--- src/rtl/id_ex_hazard_ctrl.sv ---
// rtl/id_ex_hazard_ctrl.sv - ID/EX hazard control: forwarding, load-use/divide stalls, redirect flushes
module id_ex_hazard_ctrl #(
  parameter int XLEN        = 64,
  parameter int DIV_TIMEOUT = 80
) (
  input  logic            clk,
  input  logic            reset,
  input  logic [4:0]      id_rs1,
  input  logic [4:0]      id_rs2,
  input  logic            id_use_rs1,
  input  logic            id_use_rs2,
  input  logic            id_is_store,
  input  logic [4:0]      ex_wR,
  input  logic            ex_rf_we,
  input  logic            ex_is_load,
  input  logic [XLEN-1:0] ex_result,
  input  logic [4:0]      mem_wR,
  input  logic            mem_rf_we,
  input  logic [XLEN-1:0] mem_wdata,
  input  logic [4:0]      wb_wR,
  input  logic            wb_rf_we,
  input  logic [XLEN-1:0] wb_wdata,
  input  logic            ex_div_start,
  input  logic            div_done,
  input  logic            ex_redirect,
  output logic            forward_A_sig,
  output logic            forward_B_sig,
  output logic [XLEN-1:0] forward_A,
  output logic [XLEN-1:0] forward_B,
  output logic            stall_pc,
  output logic            stall_if_id,
  output logic            hold_id_ex,
  output logic            flush_if_id,
  output logic            flush,
  output logic            div_err,
  output logic [31:0]     stall_cnt
);

  localparam int CW = $clog2(DIV_TIMEOUT + 1);

  typedef enum logic [1:0] {S_IDLE, S_LOAD_STALL, S_DIV_BUSY} state_t;

  state_t         r_state;
  logic [CW-1:0]  r_div_cnt;
  logic           r_div_err;
  logic [31:0]    r_stall_cnt;

  logic w_a_ok, w_b_ok;
  logic w_a_ex, w_a_mem, w_a_wb;
  logic w_b_ex, w_b_mem, w_b_wb;
  logic w_load_use;
  logic w_stall, w_hold, w_flush_if_id, w_flush;
  logic w_unused;

  // Stores still get forward_B_sig; the ID/EX register does the masking.
  assign w_unused = id_is_store;

  assign w_a_ok  = id_use_rs1 && (id_rs1 != 5'd0);
  assign w_b_ok  = id_use_rs2 && (id_rs2 != 5'd0);
  assign w_a_ex  = w_a_ok && ex_rf_we && !ex_is_load && (ex_wR == id_rs1);
  assign w_a_mem = w_a_ok && mem_rf_we && (mem_wR == id_rs1);
  assign w_a_wb  = w_a_ok && wb_rf_we && (wb_wR == id_rs1);
  assign w_b_ex  = w_b_ok && ex_rf_we && !ex_is_load && (ex_wR == id_rs2);
  assign w_b_mem = w_b_ok && mem_rf_we && (mem_wR == id_rs2);
  assign w_b_wb  = w_b_ok && wb_rf_we && (wb_wR == id_rs2);

  assign w_load_use = ex_is_load && ex_rf_we && (ex_wR != 5'd0) &&
                      ((id_use_rs1 && (ex_wR == id_rs1)) ||
                       (id_use_rs2 && (ex_wR == id_rs2)));

  always_comb begin
    forward_A_sig = 1'b0;
    forward_A     = '0;
    forward_B_sig = 1'b0;
    forward_B     = '0;
    if (reset) begin
      if (w_a_ex) begin
        forward_A_sig = 1'b1;
        forward_A     = ex_result;
      end else if (w_a_mem) begin
        forward_A_sig = 1'b1;
        forward_A     = mem_wdata;
      end else if (w_a_wb) begin
        forward_A_sig = 1'b1;
        forward_A     = wb_wdata;
      end
      if (w_b_ex) begin
        forward_B_sig = 1'b1;
        forward_B     = ex_result;
      end else if (w_b_mem) begin
        forward_B_sig = 1'b1;
        forward_B     = mem_wdata;
      end else if (w_b_wb) begin
        forward_B_sig = 1'b1;
        forward_B     = wb_wdata;
      end
    end
  end

  // Controls act in the cycle the hazard is seen, so they decode state and inputs directly.
  always_comb begin
    w_stall       = 1'b0;
    w_hold        = 1'b0;
    w_flush_if_id = 1'b0;
    w_flush       = 1'b0;
    if (reset) begin
      case (r_state)
        S_IDLE: begin
          if (!ex_div_start) begin
            if (ex_redirect) begin
              w_flush_if_id = 1'b1;
              w_flush       = 1'b1;
            end else if (w_load_use) begin
              w_stall = 1'b1;
              w_flush = 1'b1;
            end
          end
        end
        S_LOAD_STALL: begin
          if (ex_redirect) begin
            w_flush_if_id = 1'b1;
            w_flush       = 1'b1;
          end
        end
        S_DIV_BUSY: begin
          if (!div_done) begin
            w_stall = 1'b1;
            w_hold  = 1'b1;
          end
        end
        default: ;
      endcase
    end
  end

  always_ff @(posedge clk or negedge reset) begin
    if (!reset) begin
      r_state     <= S_IDLE;
      r_div_cnt   <= '0;
      r_div_err   <= 1'b0;
      r_stall_cnt <= '0;
    end else begin
      if (w_stall) r_stall_cnt <= r_stall_cnt + 32'd1;
      case (r_state)
        S_IDLE: begin
          if (ex_div_start) begin
            r_state   <= S_DIV_BUSY;
            r_div_cnt <= '0;
          end else if (!ex_redirect && w_load_use) begin
            r_state <= S_LOAD_STALL;
          end
        end
        S_LOAD_STALL: r_state <= S_IDLE;
        S_DIV_BUSY: begin
          if (div_done) begin
            r_state   <= S_IDLE;
            r_div_cnt <= '0;
          end else if (r_div_cnt == CW'(DIV_TIMEOUT - 1)) begin
            r_state   <= S_IDLE;
            r_div_cnt <= '0;
            r_div_err <= 1'b1;
          end else begin
            r_div_cnt <= r_div_cnt + 1'b1;
          end
        end
        default: r_state <= S_IDLE;
      endcase
    end
  end

  assign stall_pc    = w_stall;
  assign stall_if_id = w_stall;
  assign hold_id_ex  = w_hold;
  assign flush_if_id = w_flush_if_id;
  assign flush       = w_flush;
  assign div_err     = r_div_err;
  assign stall_cnt   = r_stall_cnt;

endmodule

--- config.mk ---
export PLATFORM = sky130hd
export DESIGN_NAME = id_ex_hazard_ctrl
export DESIGN_NICKNAME = d
export VERILOG_FILES = /design/src/rtl/id_ex_hazard_ctrl.sv
export SDC_FILE = /design/constraint.sdc
export NUM_CORES = 1
export LEC_CHECK = 0
export BUFFER_PORTS_ARGS = -buffer_cell sky130_fd_sc_hd__buf_4
export CAP_MARGIN = 10
export CELL_PAD_IN_SITES_DETAIL_PLACEMENT = 1
export CELL_PAD_IN_SITES_GLOBAL_PLACEMENT = 1
export CORE_AREA = 2 2 156 158
export CTS_CLUSTER_DIAMETER = 200
export DETAILED_ROUTE_END_ITERATION = 6
export DIE_AREA = 0 0 158 160
export GPL_TIMING_DRIVEN = 0
export PLACE_DENSITY_LB_ADDON = 0.1
export SYNTH_ARGS = -nofsm -noshare
export SYNTH_HDL_FRONTEND = slang
export SYNTH_SLANG_ARGS = --single-unit
--- constraint.sdc ---
create_clock -name clk -period 3.6 [get_ports clk]
set_input_delay 0 -clock clk [delete_from_list [all_inputs] [get_ports clk]]
set_output_delay 0 -clock clk [all_outputs]
set_load 0.05 [all_outputs]
**Word level (Yosys, flattened, before mapping)**

Index checks and enable logic that the tools add are counted.

- Bits in registers: 42
- Bits in latches: 0
- Bits in writable memories: 0
- Memory bits (read-only): 0
- Output and inout bits: 168
- Memories: 0

- Add/sub/neg operators: 2
- Multiply operators: 0
- Div/mod/pow operators: 0
- Order comparisons: 0
- Equal/unequal tests: 12
- Shift-type cells: 0
- Muxes and demuxes: 41
- Bitwise logic cells: 1
- Reductions and logical operators: 33

Operators with widths:

| kind | count |
|---|---|
| 64-bit 2-to-1 mux | 8 |
| 32-bit by 1-bit adder with 32-bit output, second input constant | 1 |
| 5-bit equality test | 6 |
| 1-bit logical AND | 22 |
| 1-bit 2-to-1 mux | 21 |
| 7-bit 2-to-1 mux | 3 |
| 5-bit nonzero test | 3 |
| 7-bit case mux with 2 select lines | 1 |
| 2-bit 2-to-1 mux | 4 |
| 7-bit by 1-bit adder with 7-bit output, second input constant | 1 |
| 7-bit equality test, second input constant | 1 |
| 3-bit inequality test, second input constant | 2 |
| 1-bit case mux with 2 select lines | 3 |
| 2-bit case mux with 2 select lines | 1 |
| 2-bit AND reduction | 2 |
| 3-bit AND reduction | 1 |
| 2-bit by 1-bit equality test with 1-bit output, second input constant | 1 |
| 2-bit equality test, second input constant | 1 |
| 1-bit zero test | 2 |
| 2-bit zero test | 1 |
| 2-bit inequality test, second input constant | 1 |
| 2-bit nonzero test | 1 |
| 1-bit logical OR | 1 |
| 1-bit inverter | 1 |

**Logic depth before layout (Yosys ltp)**

- Depth after elaboration: 9
- Gate-level depth with buffers: 8
- Mapped depth without buffers: 7

**Worst setup path after synthesis**

OpenSTA, ideal clock, no wires.

- Kind: register -> register
- Start: register r_state[0]
- End: register r_stall_cnt[13], in the netlist stall_cnt[13]
- Setup time: 142 ps
- Arrival: 2184 ps
- Data required time: 3458 ps
- Setup slack: 1274 ps
- Stages on the path, launching flop included: 8
- Clock period less this slack: 2326 ps
- Cell sequence: dfrtp_1 nor3b_1 and2_1 a21oi_1 inv_1 buf_2 nand4_1 xnor2_1

- Cells in the longest elaborated chain, start to end: 3
- Elaborated cells between the ends (all ways): 4
- Classes of those cells: eq/ne (1); mux (2); reduce/logical (1)

Ends and longest elaborated chain:

| item | RTL line | source |
|---|---|---|
| start: declaration | 43 | `state_t r_state;` |
| start signal: assignment | 138 | `r_state <= S_IDLE;` |
| start signal: assignment | 147 | `r_state <= S_DIV_BUSY;` |
| start signal: assignment | 150 | `r_state <= S_LOAD_STALL;` |
| 2-bit equality test or 2-bit zero test (tied branches) | 107 | `case (r_state)` |
| 1-bit case mux with 2 select lines * | 107 |  |
| 1-bit 2-to-1 mux * | 106 | `if (reset) begin` |
| via stall_if_id | 31 | `output logic stall_if_id,` |
| end signal: assignment | 143 | `if (w_stall) r_stall_cnt <= r_stall_cnt + 32'd1;` |
| end: declaration | 46 | `logic [31:0] r_stall_cnt;` |

Mark *: on every way through the listed nets, which the timed path passes. The rest lies on a longest branch.
A chain may end at the register's enable or synchronous reset.

**Final worst setup path**

- Start: input reset
- End: output forward_B[58]

- Cells in the longest elaborated chain, start to end: 1

Ends and longest elaborated chain:

| item | RTL line | source |
|---|---|---|
| start: declaration | 7 | `input logic reset,` |
| 64-bit 2-to-1 mux | 76 | `if (reset) begin` |
| end: declaration | 29 | `output logic [XLEN-1:0] forward_B,` |

No other way between the ends.

==> impl_metrics.toml <==
[detailed_routing]
ant_nets = 0
num_vias = 7311
viasPerCell = 5.08
dr.pass1.iters = 4
routedWlPerCell_microns = 21.8
wl_mm = 31.4
route.detailed.drc = 0
drtIter0Drc = 389

[power]
finalPower_mw = 1.75
leakagePower_nw = 4.05
power_density_mw_per_mm2 = 189
vdd_ir_drop_max_mv = 0.207

[floorplan]
die_w_microns = 158
row_count = 57
die_h_microns = 160
core_area_sq_mm = 0.0238
die_area_sq_mm = 0.0253
ios = 397
initial_utilization_pct = 23.9

[worst_setup_path]
cp-end-kind = "primary output"
regToRegSetupSlack_ps = 1160
slowest_stage = "clkbuf_1"
worst-r2r-cell-count = 7
r2r-end = "stall_cnt[25]$_DFFE_PN0P_"
worstReg2RegStart = "r_state[1]$_DFFE_PN0P_"
cp_cell_sequence = "dlygate4sd3_1, buf_4, clkbuf_1, clkbuf_1, o21ai_0, nor2_1, buf_4"
cp-start-kind = "input port"
required_ps = 3600
cp_max_fo = 50
crit_start = "reset"
crit_end = "forward_B[58]"
criticalPathCategory = "in -> out"
arrival_ps = 2860
critPathMaxStageDelay_ps = 660

[synth]
syn-num-nets = 937
synth_ff_type = "dfrtp_1"
synthTopCellsByArea = "dfrtp_1 18%, mux2i_1 11%, o2bb2ai_1 9.8%, and2_1 7.2%, a221oi_1 6.8%"
synth_edf_count = 0
synthArstFlopShare_pct = 100
synth_largest_area_cell = "dfrtp_1"
yosysWarnings = 0
synth_seq_cells = 42
avgSynthCellArea_sq_um = 8.07
netlist.area_leader.share_pct = 18.5
yosysSeqAreaShare_pct = 18.5
syn_area_sq_mm = 0.00570
synthesis.instances = 706
yosysUniqueCellTypes = 47

[finish]
syn_to_final_growth_pct = 62.7
fillers = 2966
ff_latch_area_sq_mm = 0.00105
layout-drive-gt1-share_pct = 40.8
multi_input_area_sq_mm = 0.00428
final_cells = 1440
nets = 1342

[hold_path]
hold_start = "ex_div_start"
hold_path.class = "in -> reg"

[clocking]
cts_sinks = 42
cts_root_buffer = "clkbuf_16"
cts_buffers = 5
cts_resized = 0
htreeDepth = 2
clk_latency_ps = 290
cts.clk_slew.worst_paths_ps = 60
cts_tree = "yes"
clk_path_buf_depth = 2

[timing]
finalSetupViolCount = 0
hold_ws_ps = 36.2
rsz0062_at_grt = "false"
timing.fmax_mhz = 350
fin_crit_ps = 2860
hold_viol_final = 0
slew_headroom_pct = 31.5
period_share_pct = 79.5
tns_ps = 0
clock_skew_ps = 10.2
setup_ws_ps = 740
final_max_slew_viol_count = 0
worst_slew_pin_slew_ps = 1020

[placed_design]
pre_cts_ws_ps = 871
gp_congestion = 0.815
dp_hpwl_mm = 25.0
place_inst = 1425
port_buffers = 395

[global_routing]
antenna_found_initial = 4
grt_max_degree = 51
grt_pass1_vias = 7520
overflow = 0
gr-usage-all-layers_pct = 23.8
grt_pass1_wl_mm = 46.5

[flow_run]
drv_cap = 0

[run_status]
status = "finished, final reports clean"
## cells in the final DEF (no fill, tap or decap), types with 26 or more instances in the layout
cell and count:
a221oi_1 44, and2_1 66, buf_4 398, clkbuf_1 41, dfrtp_1 42, mux2i_1 65
nand2_1 26, nor2_1 80, o21ai_0 72, o2bb2ai_1 64, xor2_1 41
## critical path, delay by kind of cell
family,cells,cell delay [ps]
AOI/OAI and AO/OA,1,180
buffers and inverters,5,2510
and+or+nand+nor,1,140
## sequential cells by signal, summed over array words and instances (netlist names)
| name | flops |
|---|---|
| r_div_cnt | 7 |
| r_state | 2 |
| stall_cnt | 32 |
| div_err | 1 |
## final cells by class
cell class,count,area share (%)
timing repair buffer,398,32.3
antenna,4,0.108
buffer,65,3.82
tap,324,4.37
sequential,42,11.3
inverter,4,0.162
clock buffer,5,1.35
clock inverter,3,0.432
multi-input combinational,595,46.1
## layer usage
layer | vias to the layer above | wire length, microns | track usage [%]
li1 | 3481 | - | -
met1 | 3522 | 12900 | 29.1
met2 | 262 | 15500 | 41.4
met3 | 44 | 2060 | 4.72
met4 | 2 | 853 | 7.78
met5 | - | 12 | 0
## cells by family (layout without fill, tap and decap cells)
logic type,after synthesis,after routing,share of synthesized area [%]
and+or+nand+nor,249,249,23.0
AOI/OAI and AO/OA,218,218,30.8
buffers and inverters,69,475,6.48
muxes,65,65,11.4
xor gates and xnor gates,61,61,9.38
DFF,42,42,18.5
adders and majority gates,2,2,0.439
other,0,4,0
## through the flow
| stage | cell area [sq um] | utilization, % |
|---|---|---|
| floorplan | 5700 | - |
| global placement | 9070 | 38.1 |
| detailed placement | 9070 | 38.1 |
| CTS | 9250 | 38.8 |
| global route | 9270 | 38.9 |
| finish | 9270 | 38.9 |
## worst min path at each step
stage                                           end  slack, ps  cells past startpoint
after global routing         r_state[1]$_DFFE_PN0P_         90                      3
after floorplan                 div_err$_DFFE_PN0P_       -300                      0
after global placement    stall_cnt[27]$_DFFE_PN0P_         90                      1
after CTS                    r_state[1]$_DFFE_PN0P_         30                      3
final                        r_state[1]$_DFFE_PN0P_         40                      3
after detailed placement  stall_cnt[28]$_DFFE_PN0P_        100                      1
## power by group
group	switching (mW)	leakage, nW	internal (mW)	total (mW)
logic	0.390	3.40	0.307	0.697
registers	0.0392	0.567	0.500	0.539
clock network	0.192	0.0836	0.325	0.517
total	0.621	4.05	1.13	1.75
## Yosys cell counts, types with 13 or more instances
cell type and count:
a221oi_1 44, a221oi_2 20, and2_1 66, clkbuf_1 41, dfrtp_1 42, mux2i_1 65
nand2_1 26, nand3_1 13, nand4_1 13, nor2_1 80, nor4_1 14, o21ai_0 72
o2bb2ai_1 64, xnor2_1 20, xor2_1 41
## repair_timing
action                    in CTS  in global routing
hold buffers                   2                  0
hold endpoints to repair      43                  0
setup buffers                  0                  0
(Power assumes the default switching activity.)
